File: config.mk
export PLATFORM = sky130hd
export DESIGN_NAME = msx_bus_sequencer
export DESIGN_NICKNAME = d
export VERILOG_FILES = /design/src/rtl/msx_bus_pkg.sv /design/src/rtl/msx_rfsh_timer.sv /design/src/rtl/msx_bus_sequencer.sv
export SDC_FILE = /design/constraint.sdc
export NUM_CORES = 1
export LEC_CHECK = 0
export ABC_AREA = 1
export ABC_CLOCK_PERIOD_IN_PS = 7700
export CAP_MARGIN = 10
export CORE_MARGIN = 2
export CORE_UTILIZATION = 50
export CTS_BUF_LIST = sky130_fd_sc_hd__clkbuf_16
export DETAILED_ROUTE_END_ITERATION = 10
export PLACE_DENSITY_LB_ADDON = 0.1
export SYNTH_ARGS = -nofsm -noshare
export SYNTH_HDL_FRONTEND = slang
export SYNTH_HIERARCHICAL = 1
export SYNTH_SLANG_ARGS = --single-unit
File: constraint.sdc
create_clock -name clk -period 7.7 [get_ports clk]
set_input_delay 1.54 -clock clk [delete_from_list [all_inputs] [get_ports clk]]
set_output_delay 1.54 -clock clk [all_outputs]
set_load 0.05 [all_outputs]
File: src/rtl/msx_bus_pkg.sv
// Shared types for the MSX slot bus sequencer: FSM states, cycle kinds, default timings.
package msx_bus_pkg;

  localparam int unsigned ADDR_W      = 16;
  localparam int unsigned DATA_W      = 8;
  localparam int unsigned CNT_W       = 8;
  localparam int unsigned RFSH_ADDR_W = 7;

  localparam int unsigned DEF_SETUP_CYC   = 2;
  localparam int unsigned DEF_STROBE_CYC  = 3;
  localparam int unsigned DEF_HOLD_CYC    = 1;
  localparam int unsigned DEF_WAIT_MAX    = 255;
  localparam int unsigned DEF_RFSH_PERIOD = 56;

  typedef enum logic [1:0] {
    ST_IDLE   = 2'd0,
    ST_SETUP  = 2'd1,
    ST_STROBE = 2'd2,
    ST_HOLD   = 2'd3
  } state_t;

  typedef enum logic [2:0] {
    CYC_MEM_RD = 3'd0,
    CYC_MEM_WR = 3'd1,
    CYC_IO_RD  = 3'd2,
    CYC_IO_WR  = 3'd3,
    CYC_RFSH   = 3'd4
  } cyc_t;

  typedef struct packed {
    cyc_t              kind;
    logic [ADDR_W-1:0] addr;
    logic [DATA_W-1:0] wdata;
  } bus_cmd_t;

  function automatic cyc_t cyc_of(input logic write, input logic io);
    case ({io, write})
      2'b00:   return CYC_MEM_RD;
      2'b01:   return CYC_MEM_WR;
      2'b10:   return CYC_IO_RD;
      default: return CYC_IO_WR;
    endcase
  endfunction

  function automatic logic is_read(input cyc_t k);
    return (k == CYC_MEM_RD) || (k == CYC_IO_RD);
  endfunction

  function automatic logic is_write(input cyc_t k);
    return (k == CYC_MEM_WR) || (k == CYC_IO_WR);
  endfunction

  function automatic logic is_mem(input cyc_t k);
    return (k == CYC_MEM_RD) || (k == CYC_MEM_WR);
  endfunction

  function automatic logic is_io(input cyc_t k);
    return (k == CYC_IO_RD) || (k == CYC_IO_WR);
  endfunction

endpackage

File: src/rtl/msx_rfsh_timer.sv
// Refresh period counter with sticky pending flag and 7-bit wrapping refresh address.
module msx_rfsh_timer
  import msx_bus_pkg::*;
#(
  parameter int unsigned PERIOD = DEF_RFSH_PERIOD
) (
  input  logic                   clk,
  input  logic                   rst,
  input  logic                   ack,
  output logic                   pending,
  output logic                   pending_nxt_c,
  output logic [RFSH_ADDR_W-1:0] rfsh_addr
);

  localparam int unsigned CW = (PERIOD > 1) ? $clog2(PERIOD) : 1;

  logic [CW-1:0] cnt;
  logic          tick_c;

  assign tick_c        = (cnt == CW'(PERIOD - 1));
  assign pending_nxt_c = tick_c | (pending & ~ack);

  always_ff @(posedge clk or posedge rst) begin
    if (rst) begin
      cnt       <= '0;
      pending   <= 1'b0;
      rfsh_addr <= '0;
    end else begin
      cnt     <= tick_c ? '0 : cnt + CW'(1);
      pending <= pending_nxt_c;
      if (ack) rfsh_addr <= rfsh_addr + RFSH_ADDR_W'(1);
    end
  end

endmodule

File: src/rtl/msx_bus_sequencer.sv
// MSX cartridge-slot bus cycle sequencer with programmable setup/strobe/hold and /WAIT extension.
// Optional refresh cycle insertion is enabled by defining MSX_RFSH_EN.
module msx_bus_sequencer
  import msx_bus_pkg::*;
#(
  parameter int unsigned SETUP_CYC   = DEF_SETUP_CYC,
  parameter int unsigned STROBE_CYC  = DEF_STROBE_CYC,
  parameter int unsigned HOLD_CYC    = DEF_HOLD_CYC,
  parameter int unsigned WAIT_MAX    = DEF_WAIT_MAX,
  parameter int unsigned RFSH_PERIOD = DEF_RFSH_PERIOD
) (
  input  logic              clk,
  input  logic              rst,
  input  logic              cmd_valid,
  output logic              cmd_ready,
  input  logic              cmd_write,
  input  logic              cmd_io,
  input  logic [ADDR_W-1:0] cmd_addr,
  input  logic [DATA_W-1:0] cmd_wdata,
  output logic              rsp_valid,
  output logic [DATA_W-1:0] rsp_rdata,
  output logic              rsp_timeout,
  output logic [ADDR_W-1:0] msx_addr,
  output logic [DATA_W-1:0] msx_dout,
  output logic              msx_doe,
  input  logic [DATA_W-1:0] msx_din,
  output logic              rd_n,
  output logic              wr_n,
  output logic              iorq_n,
  output logic              merq_n,
  output logic              sltsl_n,
  output logic              rfsh_n,
  input  logic              wait_n
);

  if (SETUP_CYC < 1 || SETUP_CYC > 256 || STROBE_CYC < 1 || STROBE_CYC > 256 ||
      HOLD_CYC < 1 || HOLD_CYC > 256 || WAIT_MAX > 255 || RFSH_PERIOD < 2) begin : g_param_check
    $error("msx_bus_sequencer: timing parameter out of range");
  end

  state_t            state, state_d;
  logic [CNT_W-1:0]  cnt, cnt_d, ext, ext_d;
  bus_cmd_t          cmd_q, cmd_d;
  logic [DATA_W-1:0] rdata_q, rdata_d, rsp_rdata_d, dout_d;
  logic [ADDR_W-1:0] addr_d;
  logic              timeout_q, timeout_d, rsp_valid_d, rsp_timeout_d, cmd_ready_d;
  logic              doe_d, rd_d, wr_d, iorq_d, merq_d, sltsl_d;
  logic              wait_m, wait_s;
  logic              rfsh_pend_nxt;

`ifdef MSX_RFSH_EN
  logic                   rfsh_pending, rfsh_ack, rfsh_d;
  logic [RFSH_ADDR_W-1:0] rfsh_addr;

  msx_rfsh_timer #(.PERIOD(RFSH_PERIOD)) u_rfsh_timer (
    .clk          (clk),
    .rst          (rst),
    .ack          (rfsh_ack),
    .pending      (rfsh_pending),
    .pending_nxt_c(rfsh_pend_nxt),
    .rfsh_addr    (rfsh_addr)
  );
`else
  assign rfsh_pend_nxt = 1'b0;
  assign rfsh_n        = 1'b1;
`endif

  // /WAIT is asynchronous to clk
  always_ff @(posedge clk or posedge rst) begin
    if (rst) begin
      wait_m <= 1'b1;
      wait_s <= 1'b1;
    end else begin
      wait_m <= wait_n;
      wait_s <= wait_m;
    end
  end

  // Next state plus next pin values, so every output leaves a flop
  always_comb begin
    state_d       = state;
    cnt_d         = cnt;
    ext_d         = ext;
    cmd_d         = cmd_q;
    rdata_d       = rdata_q;
    timeout_d     = timeout_q;
    rsp_valid_d   = 1'b0;
    rsp_rdata_d   = rsp_rdata;
    rsp_timeout_d = 1'b0;
`ifdef MSX_RFSH_EN
    rfsh_ack      = 1'b0;
`endif
    case (state)
      ST_IDLE: begin
        cnt_d = '0;
        ext_d = '0;
`ifdef MSX_RFSH_EN
        if (rfsh_pending) begin
          cmd_d    = '{kind: CYC_RFSH, addr: ADDR_W'(rfsh_addr), wdata: '0};
          rfsh_ack = 1'b1;
          state_d  = ST_SETUP;
        end else
`endif
        if (cmd_valid) begin
          cmd_d   = '{kind: cyc_of(cmd_write, cmd_io), addr: cmd_addr, wdata: cmd_wdata};
          state_d = ST_SETUP;
        end
      end
      ST_SETUP: begin
        if (cnt == CNT_W'(SETUP_CYC - 1)) begin
          cnt_d   = '0;
          state_d = ST_STROBE;
        end else begin
          cnt_d = cnt + CNT_W'(1);
        end
      end
      ST_STROBE: begin
        if (cnt != CNT_W'(STROBE_CYC - 1)) begin
          cnt_d = cnt + CNT_W'(1);
        end else if (wait_s || cmd_q.kind == CYC_RFSH || ext == CNT_W'(WAIT_MAX)) begin
          cnt_d     = '0;
          rdata_d   = msx_din;
          timeout_d = !wait_s && cmd_q.kind != CYC_RFSH;
          state_d   = ST_HOLD;
        end else begin
          ext_d = ext + CNT_W'(1);
        end
      end
      ST_HOLD: begin
        if (cnt == CNT_W'(HOLD_CYC - 1)) begin
          state_d       = ST_IDLE;
          rsp_valid_d   = cmd_q.kind != CYC_RFSH;
          rsp_timeout_d = timeout_q;
          if (is_read(cmd_q.kind)) rsp_rdata_d = rdata_q;
        end else begin
          cnt_d = cnt + CNT_W'(1);
        end
      end
      default: state_d = ST_IDLE;
    endcase

    addr_d  = msx_addr;
    dout_d  = msx_dout;
    doe_d   = 1'b0;
    sltsl_d = 1'b1;
    rd_d    = 1'b1;
    wr_d    = 1'b1;
    iorq_d  = 1'b1;
    merq_d  = 1'b1;
`ifdef MSX_RFSH_EN
    rfsh_d  = 1'b1;
`endif
    if (state_d != ST_IDLE) begin
      addr_d  = cmd_d.addr;
      doe_d   = is_write(cmd_d.kind);
      sltsl_d = !is_mem(cmd_d.kind);
      if (is_write(cmd_d.kind)) dout_d = cmd_d.wdata;
`ifdef MSX_RFSH_EN
      rfsh_d  = cmd_d.kind != CYC_RFSH;
`endif
      if (state_d == ST_STROBE) begin
        merq_d = !(is_mem(cmd_d.kind) || cmd_d.kind == CYC_RFSH);
        iorq_d = !is_io(cmd_d.kind);
        rd_d   = !is_read(cmd_d.kind);
        wr_d   = !is_write(cmd_d.kind);
      end
    end
    cmd_ready_d = (state_d == ST_IDLE) && !rfsh_pend_nxt;
  end

  always_ff @(posedge clk or posedge rst) begin
    if (rst) begin
      state       <= ST_IDLE;
      cnt         <= '0;
      ext         <= '0;
      cmd_q       <= '{kind: CYC_MEM_RD, addr: '0, wdata: '0};
      rdata_q     <= '0;
      timeout_q   <= 1'b0;
      cmd_ready   <= 1'b1;
      rsp_valid   <= 1'b0;
      rsp_rdata   <= '0;
      rsp_timeout <= 1'b0;
      msx_addr    <= '0;
      msx_dout    <= '0;
      msx_doe     <= 1'b0;
      rd_n        <= 1'b1;
      wr_n        <= 1'b1;
      iorq_n      <= 1'b1;
      merq_n      <= 1'b1;
      sltsl_n     <= 1'b1;
`ifdef MSX_RFSH_EN
      rfsh_n      <= 1'b1;
`endif
    end else begin
      state       <= state_d;
      cnt         <= cnt_d;
      ext         <= ext_d;
      cmd_q       <= cmd_d;
      rdata_q     <= rdata_d;
      timeout_q   <= timeout_d;
      cmd_ready   <= cmd_ready_d;
      rsp_valid   <= rsp_valid_d;
      rsp_rdata   <= rsp_rdata_d;
      rsp_timeout <= rsp_timeout_d;
      msx_addr    <= addr_d;
      msx_dout    <= dout_d;
      msx_doe     <= doe_d;
      rd_n        <= rd_d;
      wr_n        <= wr_d;
      iorq_n      <= iorq_d;
      merq_n      <= merq_d;
      sltsl_n     <= sltsl_d;
`ifdef MSX_RFSH_EN
      rfsh_n      <= rfsh_d;
`endif
    end
  end

endmodule

# Word-level counts from Yosys, hierarchy flattened
# Cells that the tools add are included.
[word_totals]
output_inout_bits = 42
rom_bits = 0
word_cells = 104
latch_bits = 0
input_bits = 38
mem_bits_rw = 0
mem_count = 0
regBits = 97
[classes]
n_div = 0
eq_ne = 20
shift = 0
muxes = 31
n_mul = 0
n_lt_le_gt_ge = 0
reduce_logical = 28
addsub = 2
n_bitwise = 1
[op_table]
columns = ["op", "count"]
rows = [
  ["27-bit two-way mux", 2],
  ["8-bit two-way mux", 6],
  ["8-bit one-hot mux with 4 select lines", 1],
  ["8-bit by 1-bit adder with 8-bit output (second input constant)", 2],
  ["8-bit one-hot mux with 2 select lines", 1],
  ["1-bit two-way mux", 14],
  ["2-bit two-way mux", 5],
  ["3-bit by 2-bit equality test with 1-bit output (second input constant)", 3],
  ["3-bit AND reduction", 3],
  ["2-bit equality test (second input constant)", 4],
  ["8-bit by 1-bit equality test with 1-bit output (second input constant)", 1],
  ["8-bit equality test (second input constant)", 1],
  ["8-bit zero test", 1],
  ["1-bit logical OR", 8],
  ["8-bit by 2-bit != test with 1-bit output (second input constant)", 1],
  ["2-bit one-hot mux with 4 select lines", 1],
  ["3-bit equality test (second input constant)", 2],
  ["1-bit zero test", 6],
  ["2-bit zero test", 3],
  ["3-bit zero test", 2],
  ["2-bit != test (second input constant)", 3],
  ["3-bit != test (second input constant)", 2],
  ["2-bit one-hot mux with 3 select lines", 1],
  ["2-bit by 1-bit equality test with 1-bit output (second input constant)", 2],
  ["other kinds (5)", 7],
]

# Logic depth before layout (Yosys ltp)
# Gate-level depths: netlist (run 1).
[depth]
ltp_word = 10
mapped_depth = 11
ltp_nobuf = 11

# Worst setup path before layout (run 1)
# No wires, ideal clock.
[synth_timing]
kind = "input-to-reg"
start = "input port cmd_valid"
end = "register msx_dout[0]"
t_required_ns = 7.581
path_stages = 8
setup_slack_ns = 5.172
path_buffers = 1
arrival_ns = 2.409
setup_ns = 0.119
path_cell_list = "nand2_1 buf_2 nand2_1 o21ai_1 nor2_4 nand2_2 nand2_1 nand2_1"
[synth_between]
elab_chain_len = 5
elab_cells_between_ends = 9
classes_between = "2 x eq/ne; 4 x mux; 3 x reduce/logical"
[synth_lines]
columns = ["element", "line_no", "source"]
rows = [
  ["from (decl)", "msx_bus_sequencer.sv:14", "input logic cmd_valid,"],
  ["27-bit two-way mux", "msx_bus_sequencer.sv:104", "if (cmd_valid) begin"],
  ["27-bit two-way mux", "msx_bus_sequencer.sv:93", "case (state)"],
  ["3-bit by 1-bit equality test with 1-bit output / 3-bit by 2-bit equality test with 1-bit output (equally long branches)", "msx_bus_pkg.sv:50", "return (k == CYC_MEM_WR) || (k == CYC_IO_WR);"],
  ["1-bit logical OR", "msx_bus_pkg.sv:50", ""],
  ["2-bit AND reduction (no source line)", "--", ""],
  ["to (signal assigned)", "msx_bus_sequencer.sv:206", "msx_dout <= dout_d;"],
  ["to (decl)", "msx_bus_sequencer.sv:24", "output logic [DATA_W-1:0] msx_dout,"],
]
# Several ways; a longest one is shown, not always the timed one.
# A chain may end at the register's enable or synchronous reset.

==> results.sh, run 1 <==
export IMPL_worstSetupEndpointType="flip-flop"
export IMPL_avgRoutedWirePerCell_um=13.57
export IMPL_clock_fmax_ghz=0.3107
export IMPL_core_area_um2=7807
export IMPL_rows=32
export IMPL_m1WireLength_mm=3.945
export IMPL_hold_viol=0
export IMPL_drcViolationCount=0
export IMPL_cts_hold_buffers=0
export IMPL_cp_endpoint="msx_dout[7]"
export IMPL_ios=80
export IMPL_critPathMaxFanout=30
export IMPL_cts_sinks=97
export IMPL_fillCellCount=651
export IMPL_syn_avg_cell_area_um2=9.032
export IMPL_muxShareOfSynthArea_pct=0.2452
export IMPL_wirelength_mm=8.643
export IMPL_async_flop_share_pct=100.0
export IMPL_arrival_ns=3.44
export IMPL_synth_ff_type="dfrtp_1"
export IMPL_post_route_util_pct=67.08
export IMPL_drv_cap=0
export IMPL_cts_root_buf="clkbuf_16"
export IMPL_nets=574
export IMPL_yosys_warnings=6
export IMPL_regToRegSetupSlack_ns=5.44
export IMPL_syn_area_um2=4083
export IMPL_tns_ns=0
export IMPL_cts_tree="done"
export IMPL_status="completed"
export IMPL_start_util_pct=52.29
export IMPL_power_total_mw=2.346
export IMPL_synthAdderAreaFrac_pct=1.532
export IMPL_hold_slack_ns=0.3647
export IMPL_r2r_end="msx_dout[7]"
export IMPL_die_area_um2=8904
export IMPL_grt_max_degree=61
export IMPL_path_class="in -> reg"
export IMPL_p_per_area_nw_per_um2=448.0
export IMPL_ant_nets=0
export IMPL_synth_compound_area_share_pct=5.026
export IMPL_critPathLaunchType="input pin"
export IMPL_drtIter0Drc=200
export IMPL_overflow=0
export IMPL_synthSimpleGateAreaFrac_pct=26.42
export IMPL_port_buffer_count=78
export IMPL_insertion_delay_ns=0.34
export IMPL_synthTopCellsByCount="173 x nand2_1, 89 x dfrtp_1, 38 x inv_1"
export IMPL_yosysTopAreaCell="dfrtp_1"
export IMPL_dr_pass1_iters=4
export IMPL_routed_wl_met3_um=434
export IMPL_grt_usage_pct=21.26
export IMPL_period_needed_ns=3.219
export IMPL_ys_types=29
export IMPL_cts_inserted_buffers=9
export IMPL_synth_top_family_by_area="simple AND/OR/NAND/NOR gates"
export IMPL_htree_num_levels=3
export IMPL_routabilityCongestion=0.9113
export IMPL_area_growth_pct=28.29
export IMPL_antenna_cells=0
export IMPL_die_h_um=94.36
export IMPL_top_layer_used="met4"
export IMPL_synth_nets=495
export IMPL_dr_wl_met2_mm=4.162
export IMPL_placed_area_um2=4928
export IMPL_vias=3169
export IMPL_synth_top_area_share_pct=54.55
export IMPL_post_cts_setup_buffer_count=0
export IMPL_die_x_um=94.36
export IMPL_setup_viol=0
export IMPL_skew_ns=0.006093
export IMPL_cp_data_required_time_ns=7.92
export IMPL_hp_class="reg -> reg"
export IMPL_ctsResizeCount=0
export IMPL_min_period_over_period_pct=41.81
export IMPL_r2r_start="ext[0]"
export IMPL_clk_pin_slew_ns=0.06
export IMPL_synth_most_common_cell="nand2_1"
export IMPL_netlist_top_cells_area="dfrtp_1 55%, nand2_1 16%, dfstp_2 5.1%"
export IMPL_yosys_area_share_xor_xnor_pct=1.287
export IMPL_rsz0062_at_grt="false"
export IMPL_vdd_drop_max_v=0.0002474
export IMPL_drive_gt1_share_pct=8.785
export IMPL_crit_start="cmd_valid"
export IMPL_cts_buffer_depth=2
export IMPL_yosys_register_bits=97
export IMPL_netlist_instances=452
export IMPL_slew_headroom_pct=51.48
export IMPL_grt_pass1_wl_mm=14.64
export IMPL_hpwl_mm=5.892
export IMPL_synth_seq_area_share_pct=59.70
export IMPL_worst_pin_slew_ns=0.7278
export IMPL_synth_edf_count=0
export IMPL_grt_pass1_vias=3161
export IMPL_grt_antenna_before_repair=0
export IMPL_reg2reg_depth=10
export IMPL_leakagePower_nw=2.581
export IMPL_multi_input_area_um2=1413
export IMPL_ff_latch_area_um2=2437
export IMPL_finalMaxSlewViolations=0
export IMPL_avgViaCountPerCell=4.975
export IMPL_fin_area_um2=5238
==> worst max-delay path: stages <==
cell and delay (ns):
clkdlybuf4s50_1 0.47, nand2_1 0.05, buf_4 0.24, inv_2 0.35, nor2_1 0.19, nor2_4 0.26
nand2_2 0.17, nand2_1 0.10, nand2_1 0.05
==> state kept, by name (all words and copies together) (netlist names), 2 cells and up <==
| register | flops |
|---|---|
| cmd_q | 27 |
| msx_addr | 16 |
| cnt | 8 |
| ext | 8 |
| msx_dout | 8 |
| rdata_q | 8 |
| rsp_rdata | 8 |
| state | 2 |
==> logic make-up after synthesis <==
group | count (synthesis)
DFF | 97
AOI/OAI and AO/OA | 40
adders and majority gates | 5
muxes | 1
buffers and inverters | 53
xor gates and xnor gates | 6
and+or+nand+nor | 249
other | 1
==> power by group <==
group | total (mW) | leakage, nW | internal (mW) | switching [mW]
Combinational | 1.08 | 1.22 | 0.329 | 0.748
Clock | 0.467 | 0.145 | 0.281 | 0.186
Sequential | 0.803 | 1.21 | 0.714 | 0.0893
Total | 2.35 | 2.58 | 1.32 | 1.02
==> metal layers <==
metal / vias to the layer above / global-route usage (%)
met5: - / 0
met4: 0 / 6.159
met3: 9 / 6.225
met1: 1523 / 28.21
met2: 79 / 34.29
li1: 1558 / -
==> through the flow <==
stage	worst slack [ns]	std cells
finish	4.481	637
detailed placement	4.135	622
floorplan	3.640	452
global placement	4.123	622
global route	4.268	637
CTS	4.464	637
==> placed cells by master, fill, tap and decap left out, types with 5 or more instances in the layout <==
cell,instances
clkdlybuf4s50_1,78
dfstp_2,8
nor2_1,26
nor3_1,5
dfrtp_1,89
nand3_1,22
nand2_1,173
a21oi_1,19
clkbuf_16,9
o21ai_0,17
xor2_1,6
inv_1,37
ha_1,5
nand2_2,7
==> layout make-up <==
cell class	count	share of cell area (%)
clock buffers	9	4.300
multi-input cells	302	26.97
clock inverters	6	1.601
well taps	102	2.437
inverters	41	2.962
repair buffers	80	15.19
flip-flops and latches	97	46.54
==> worst min path at each step <==
stage / startpoint / endpoint / slack (ns) / cells after the start
4_1_cts: wait_m / wait_s / 0.36 / 0
3_3_place_gp: wait_m / wait_s / 0.35 / 0
5_1_grt: wait_m / wait_s / 0.36 / 0
2_1_floorplan: wait_m / wait_s / 0.35 / 0
6_report: wait_m / wait_s / 0.36 / 0
3_5_place_dp: wait_m / wait_s / 0.35 / 0
(Power assumes the default switching activity.)
==> run 2: changes to the inputs <==
--- a/config.mk
+++ b/config.mk
@@ -6,10 +6,10 @@
 export NUM_CORES = 1
 export LEC_CHECK = 0
 export ABC_AREA = 1
-export ABC_CLOCK_PERIOD_IN_PS = 7700
+export ABC_CLOCK_PERIOD_IN_PS = 2800
 export CAP_MARGIN = 10
 export CORE_MARGIN = 2
-export CORE_UTILIZATION = 50
+export CORE_UTILIZATION = 46
 export CTS_BUF_LIST = sky130_fd_sc_hd__clkbuf_16
 export DETAILED_ROUTE_END_ITERATION = 10
 export PLACE_DENSITY_LB_ADDON = 0.1
==> constraint.sdc (replaced) <==
create_clock -name clk -period 2.8 [get_ports clk]
set_input_delay 0.56 -clock clk [delete_from_list [all_inputs] [get_ports clk]]
set_output_delay 0.56 -clock clk [all_outputs]
set_load 0.05 [all_outputs]
==> results.sh, run 2 (synthesized netlist as in run 1, its figures left out) <==
export IMPL_status="completed"
export IMPL_grt_max_degree=81
export IMPL_rsz0062_at_grt="false"
export IMPL_grt_pass1_vias=3065
export IMPL_nets=576
export IMPL_met2_usage_pct=29.14
export IMPL_avgViaCountPerCell=4.763
export IMPL_post_cts_setup_buffer_count=0
export IMPL_cpPeakStageDelay_ns=0.44
export IMPL_finalMaxSlewViolations=0
export IMPL_ctsResizeCount=0
export IMPL_port_buffer_count=78
export IMPL_dr_pass1_iters=6
export IMPL_die_x_um=98.21
export IMPL_grt_usage_pct=18.62
export IMPL_antenna_cells=0
export IMPL_core_area_um2=8678
export IMPL_arrival_ns=2.46
export IMPL_die_area_um2=9645
export IMPL_r2r_start="cnt[0]"
export IMPL_vdd_drop_max_v=0.0006417
export IMPL_drtIter0Drc=171
export IMPL_critPathMaxFanout=26
export IMPL_vias=3072
export IMPL_met1_usage_pct=26.02
export IMPL_crit_start="cnt[0]"
export IMPL_final_cell_mix="173 x nand2_1, 89 x dfrtp_1, 78 x clkdlybuf4s50_1"
export IMPL_largest_reg_flops=27
export IMPL_insertion_delay_ns=0.33
export IMPL_drcViolationCount=0
export IMPL_overflow=0
export IMPL_p_per_area_nw_per_um2=1208
export IMPL_clk_pin_slew_ns=0.07
export IMPL_ant_nets=0
export IMPL_regMostFlops="cmd_q"
export IMPL_setup_viol=0
export IMPL_regToRegSetupSlack_ns=0.56
export IMPL_grt_antenna_before_repair=0
export IMPL_r2r_end="msx_dout[3]"
export IMPL_path_class="reg -> reg"
export IMPL_cts_sinks=97
export IMPL_worst_pin_slew_ns=0.5897
export IMPL_leakagePower_nw=2.585
export IMPL_skew_ns=0.008408
export IMPL_htree_num_levels=3
export IMPL_cts_tree="done"
export IMPL_slew_headroom_pct=60.57
export IMPL_setup_ws_ns=0.5586
export IMPL_die_h_um=98.21
export IMPL_crit_buf_inv=1
export IMPL_ios=80
export IMPL_start_util_pct=47.04
export IMPL_drv_cap=0
export IMPL_avgRoutedWirePerCell_um=13.15
export IMPL_reg2reg_depth=9
export IMPL_grt_use_met3_pct=5.082
export IMPL_rows=34
export IMPL_fillCellCount=765
export IMPL_post_place_cells=630
export IMPL_cts_buffer_depth=2
export IMPL_min_period_over_period_pct=80.05
export IMPL_reg_top3="cmd_q: 27 flops, msx_addr: 16 flops"
export IMPL_critPathLaunchType="flip-flop"
export IMPL_worstPathCellList="inv_1 > ha_1 > nand2_2 > nor3_4 > nand2_2 > nand4_4 > nand2_2 > nand2_1 > nand2_1"
export IMPL_place_ws_ns=0.5142
export IMPL_cp_slowest_cell="dfrtp_1"
export IMPL_hp_class="reg -> reg"
export IMPL_wirelength_mm=8.479
export IMPL_drive_gt1_share_pct=8.566
export IMPL_cp_endpoint="msx_dout[3]"
export IMPL_cp_depth=9
export IMPL_cts_root_buf="clkbuf_16"
export IMPL_layout_commonest_cell="nand2_1"
export IMPL_cts_inserted_buffers=9
export IMPL_fin_cells=645
export IMPL_hold_depth=0
export IMPL_period_needed_ns=2.241
export IMPL_worstSetupEndpointType="flip-flop"
export IMPL_routabilityCongestion=0.8064
export IMPL_tns_ns=0
export IMPL_path_delay_family="simple AND/OR/NAND/NOR gates"
export IMPL_grt_pass1_wl_mm=14.48
export IMPL_clock_fmax_ghz=0.4462
export IMPL_area_growth_pct=28.44
export IMPL_worst_path_most_repeated_cell="nand2_2"
export IMPL_hold_slack_ns=0.3613
export IMPL_cts_hold_buffers=0
export IMPL_busiest_layer="met2"
export IMPL_hold_viol=0
export IMPL_hpwl_mm=5.866
export IMPL_cp_data_required_time_ns=3.02
[run 2: per-stage QoR]
step                      area, µm²  total power [mW]  utilization (%)
after floorplan                4086             4.364                -
after global placement         4966             5.167            57.22
after detailed placement       4966             5.223            57.22
after CTS                      5244             6.407            60.42
after global routing           5244             6.778            60.42
final                          5244             6.336            60.42
[run 2: how the worst min path moves through the flow]
stage	start	endpoint	slack [ns]
after floorplan	wait_m	wait_s	0.35
after global placement	wait_m	wait_s	0.35
after detailed placement	wait_m	wait_s	0.35
after CTS	wait_m	wait_s	0.36
after global routing	wait_m	wait_s	0.37
final	wait_m	wait_s	0.36
[run 2: cell type report]
| cell class | instances | area, µm² | share of cell area (%) |
|---|---|---|---|
| Sequential cell | 97 | 2437 | 46.48 |
| Inverter | 41 | 157.7 | 3.006 |
| Clock buffer | 9 | 225.2 | 4.295 |
| Tap cell | 108 | 135.1 | 2.577 |
| Clock inverter | 6 | 52.55 | 1.002 |
| Multi-Input combinational cell | 302 | 1413 | 26.94 |
| Timing Repair Buffer | 82 | 823.3 | 15.70 |
[run 2: per-layer routing]
metal / part of all wire [%] / vias to the layer above
met4: 1.1 / 0
met5: 0 / -
met2: 48 / 47
met1: 47 / 1447
met3: 3.7 / 8
li1: - / 1570
[run 2: power by group]
part	internal, mW	total, mW	switching (mW)	leakage [nW]
clock	0.675	1.16	0.485	0.139
combinational	0.916	2.97	2.06	1.23
sequential	1.96	2.21	0.242	1.21
==> run 3: changes to the inputs <==
--- a/config.mk
+++ b/config.mk
@@ -6,7 +6,7 @@
 export NUM_CORES = 1
 export LEC_CHECK = 0
 export ABC_AREA = 1
-export ABC_CLOCK_PERIOD_IN_PS = 2800
+export ABC_CLOCK_PERIOD_IN_PS = 1900
 export CAP_MARGIN = 10
 export CORE_MARGIN = 2
 export CORE_UTILIZATION = 46
==> constraint.sdc (replaced) <==
create_clock -name clk -period 1.9 [get_ports clk]
set_input_delay 0.38 -clock clk [delete_from_list [all_inputs] [get_ports clk]]
set_output_delay 0.38 -clock clk [all_outputs]
set_load 0.05 [all_outputs]
==> results.sh, run 3 (synthesized netlist as in run 1, its figures left out) <==
export IMPL_status="completed"
export IMPL_hold_viol=0
export IMPL_reg_top3="cmd_q: 27 flops, msx_addr: 16 flops"
export IMPL_power_frac_seq_pct=33.2
export IMPL_power_total_mw=9.726
export IMPL_ant_nets=0
export IMPL_nets=592
export IMPL_layout_commonest_cell="nand2_1"
export IMPL_fillCellCount=754
export IMPL_ff_latch_area_um2=2437
export IMPL_swShare_pct=43.81
export IMPL_regMostFlops="cmd_q"
export IMPL_die_area_um2=9645
export IMPL_path_class="reg -> out"
export IMPL_vdd_drop_max_v=0.0009496
export IMPL_cts_hold_buffers=0
export IMPL_cts_buffer_depth=2
export IMPL_power_switching_mw=4.261
export IMPL_crit_start="msx_dout[0]"
export IMPL_cts_sinks=97
export IMPL_ios=80
export IMPL_place_ws_ns=0.08117
export IMPL_die_h_um=98.21
export IMPL_core_area_um2=8678
export IMPL_fin_area_um2=5459
export IMPL_grt_pass1_wl_mm=15.37
export IMPL_p_clk_share_pct=18.5
export IMPL_p_per_area_nw_per_um2=1782
export IMPL_avgViaCountPerCell=4.850
export IMPL_drcViolationCount=0
export IMPL_hold_slack_ns=0.3581
export IMPL_rows=34
export IMPL_post_place_cells=643
export IMPL_worstPathCellList="clkdlybuf4s50_1"
export IMPL_leakagePower_nw=3.027
export IMPL_grt_usage_pct=19.62
export IMPL_min_period_over_period_pct=97.83
export IMPL_largest_reg_flops=27
export IMPL_clk_pin_slew_ns=0.06
export IMPL_grt_antenna_before_repair=0
export IMPL_worstSetupEndpointType="output pin"
export IMPL_cts_inserted_buffers=9
export IMPL_crit_buf_inv=1
export IMPL_wirelength_mm=8.822
export IMPL_fin_cells=662
export IMPL_avgRoutedWirePerCell_um=13.33
export IMPL_cp_slowest_cell="clkdlybuf4s50_1"
export IMPL_htree_num_levels=3
export IMPL_finalMaxSlewViolations=0
export IMPL_grt_max_degree=81
export IMPL_path_delay_family="buffers and inverters"
export IMPL_hpwl_mm=6.145
export IMPL_start_util_pct=47.04
export IMPL_drv_cap=0
export IMPL_setup_ws_ns=0.04122
export IMPL_area_growth_pct=33.71
export IMPL_worst_pin_slew_ns=0.5273
export IMPL_cp_data_required_time_ns=1.52
export IMPL_port_buffer_count=78
export IMPL_clock_fmax_ghz=0.5380
export IMPL_placed_area_um2=5071
export IMPL_grt_pass1_vias=3301
export IMPL_cpPeakStageDelay_ns=0.80
export IMPL_period_needed_ns=1.859
export IMPL_hp_class="reg -> reg"
export IMPL_insertion_delay_ns=0.33
export IMPL_dr_pass1_iters=4
export IMPL_setup_viol=0
export IMPL_arrival_ns=1.48
export IMPL_slew_headroom_pct=64.79
export IMPL_drtIter0Drc=120
export IMPL_critPathMaxFanout=2
export IMPL_post_route_util_pct=62.90
export IMPL_multi_input_area_um2=1430
export IMPL_min_from="wait_m"
export IMPL_critPathLaunchType="flip-flop"
export IMPL_final_cell_mix="172 x nand2_1, 89 x dfrtp_1, 40 x clkdlybuf4s50_1"
export IMPL_tns_ns=0
export IMPL_die_x_um=98.21
export IMPL_r2r_start="cnt[0]"
export IMPL_skew_ns=0.006084
export IMPL_antenna_cells=0
export IMPL_p_int_mw=5.465
export IMPL_cts_tree="done"
export IMPL_routabilityCongestion=0.8235
export IMPL_power_frac_comb_pct=48.3
export IMPL_cts_root_buf="clkbuf_16"
export IMPL_drive_gt1_share_pct=13.72
export IMPL_vias=3211
export IMPL_overflow=0
## run 3: cell types whose count changed in the layout (fill, tap and decap cells not counted), moves of 2 or more
cell / delta
clkinv_1: -2
dlygate4sd2_1: +7
dlymetal6s2s_1: +24
buf_12: +2
clkdlybuf4s50_1: -38
buf_4: +21
## run 3: repair_timing
item	CTS	global route
buffers inserted	0	3
pin swaps	0	1
endpoints found under the setup margin	7	63
gates resized for setup	7	29
cloned	0	0
## run 3: path summary, 6_finish.rpt
kind / slack, ns / cells past startpoint / to
worst min-delay path: 0.36 / 0 / wait_s
worst max-delay path: 0.04 / 1 / msx_dout[0]
worst max register to register: 0.14 / 9 / msx_dout[3]
min in group asynchronous: 0.46 / 3 / cnt[3]
worst min register to register: 0.36 / 0 / wait_s
max in group asynchronous: 1.02 / 3 / wait_s
## run 3: power by group through the flow
stage	combinational, mW	clock, mW	sequential [mW]
after global routing	5.15	1.92	3.32
after floorplan	1.97	0	4.46
after detailed placement	4.75	0	3.27
after CTS	4.73	1.83	3.25
after global placement	4.65	0	3.26
final	4.70	1.80	3.23
## run 3: layer usage
metal	vias to the layer above	global-route usage (%)	routed length [µm]
met5	-	0	0
met2	54	31.40	4284
met4	0	7.587	174
met3	17	4.009	297
li1	1595	-	-
met1	1545	26.58	4065
## run 3: cell type report
type | count | area share (%)
sequential | 97 | 44.65
multi-input combinational | 302 | 26.20
timing repair buffer | 98 | 18.36
clock buffer | 9 | 4.126
inverter | 41 | 2.888
tap | 108 | 2.475
clock inverter | 7 | 1.306
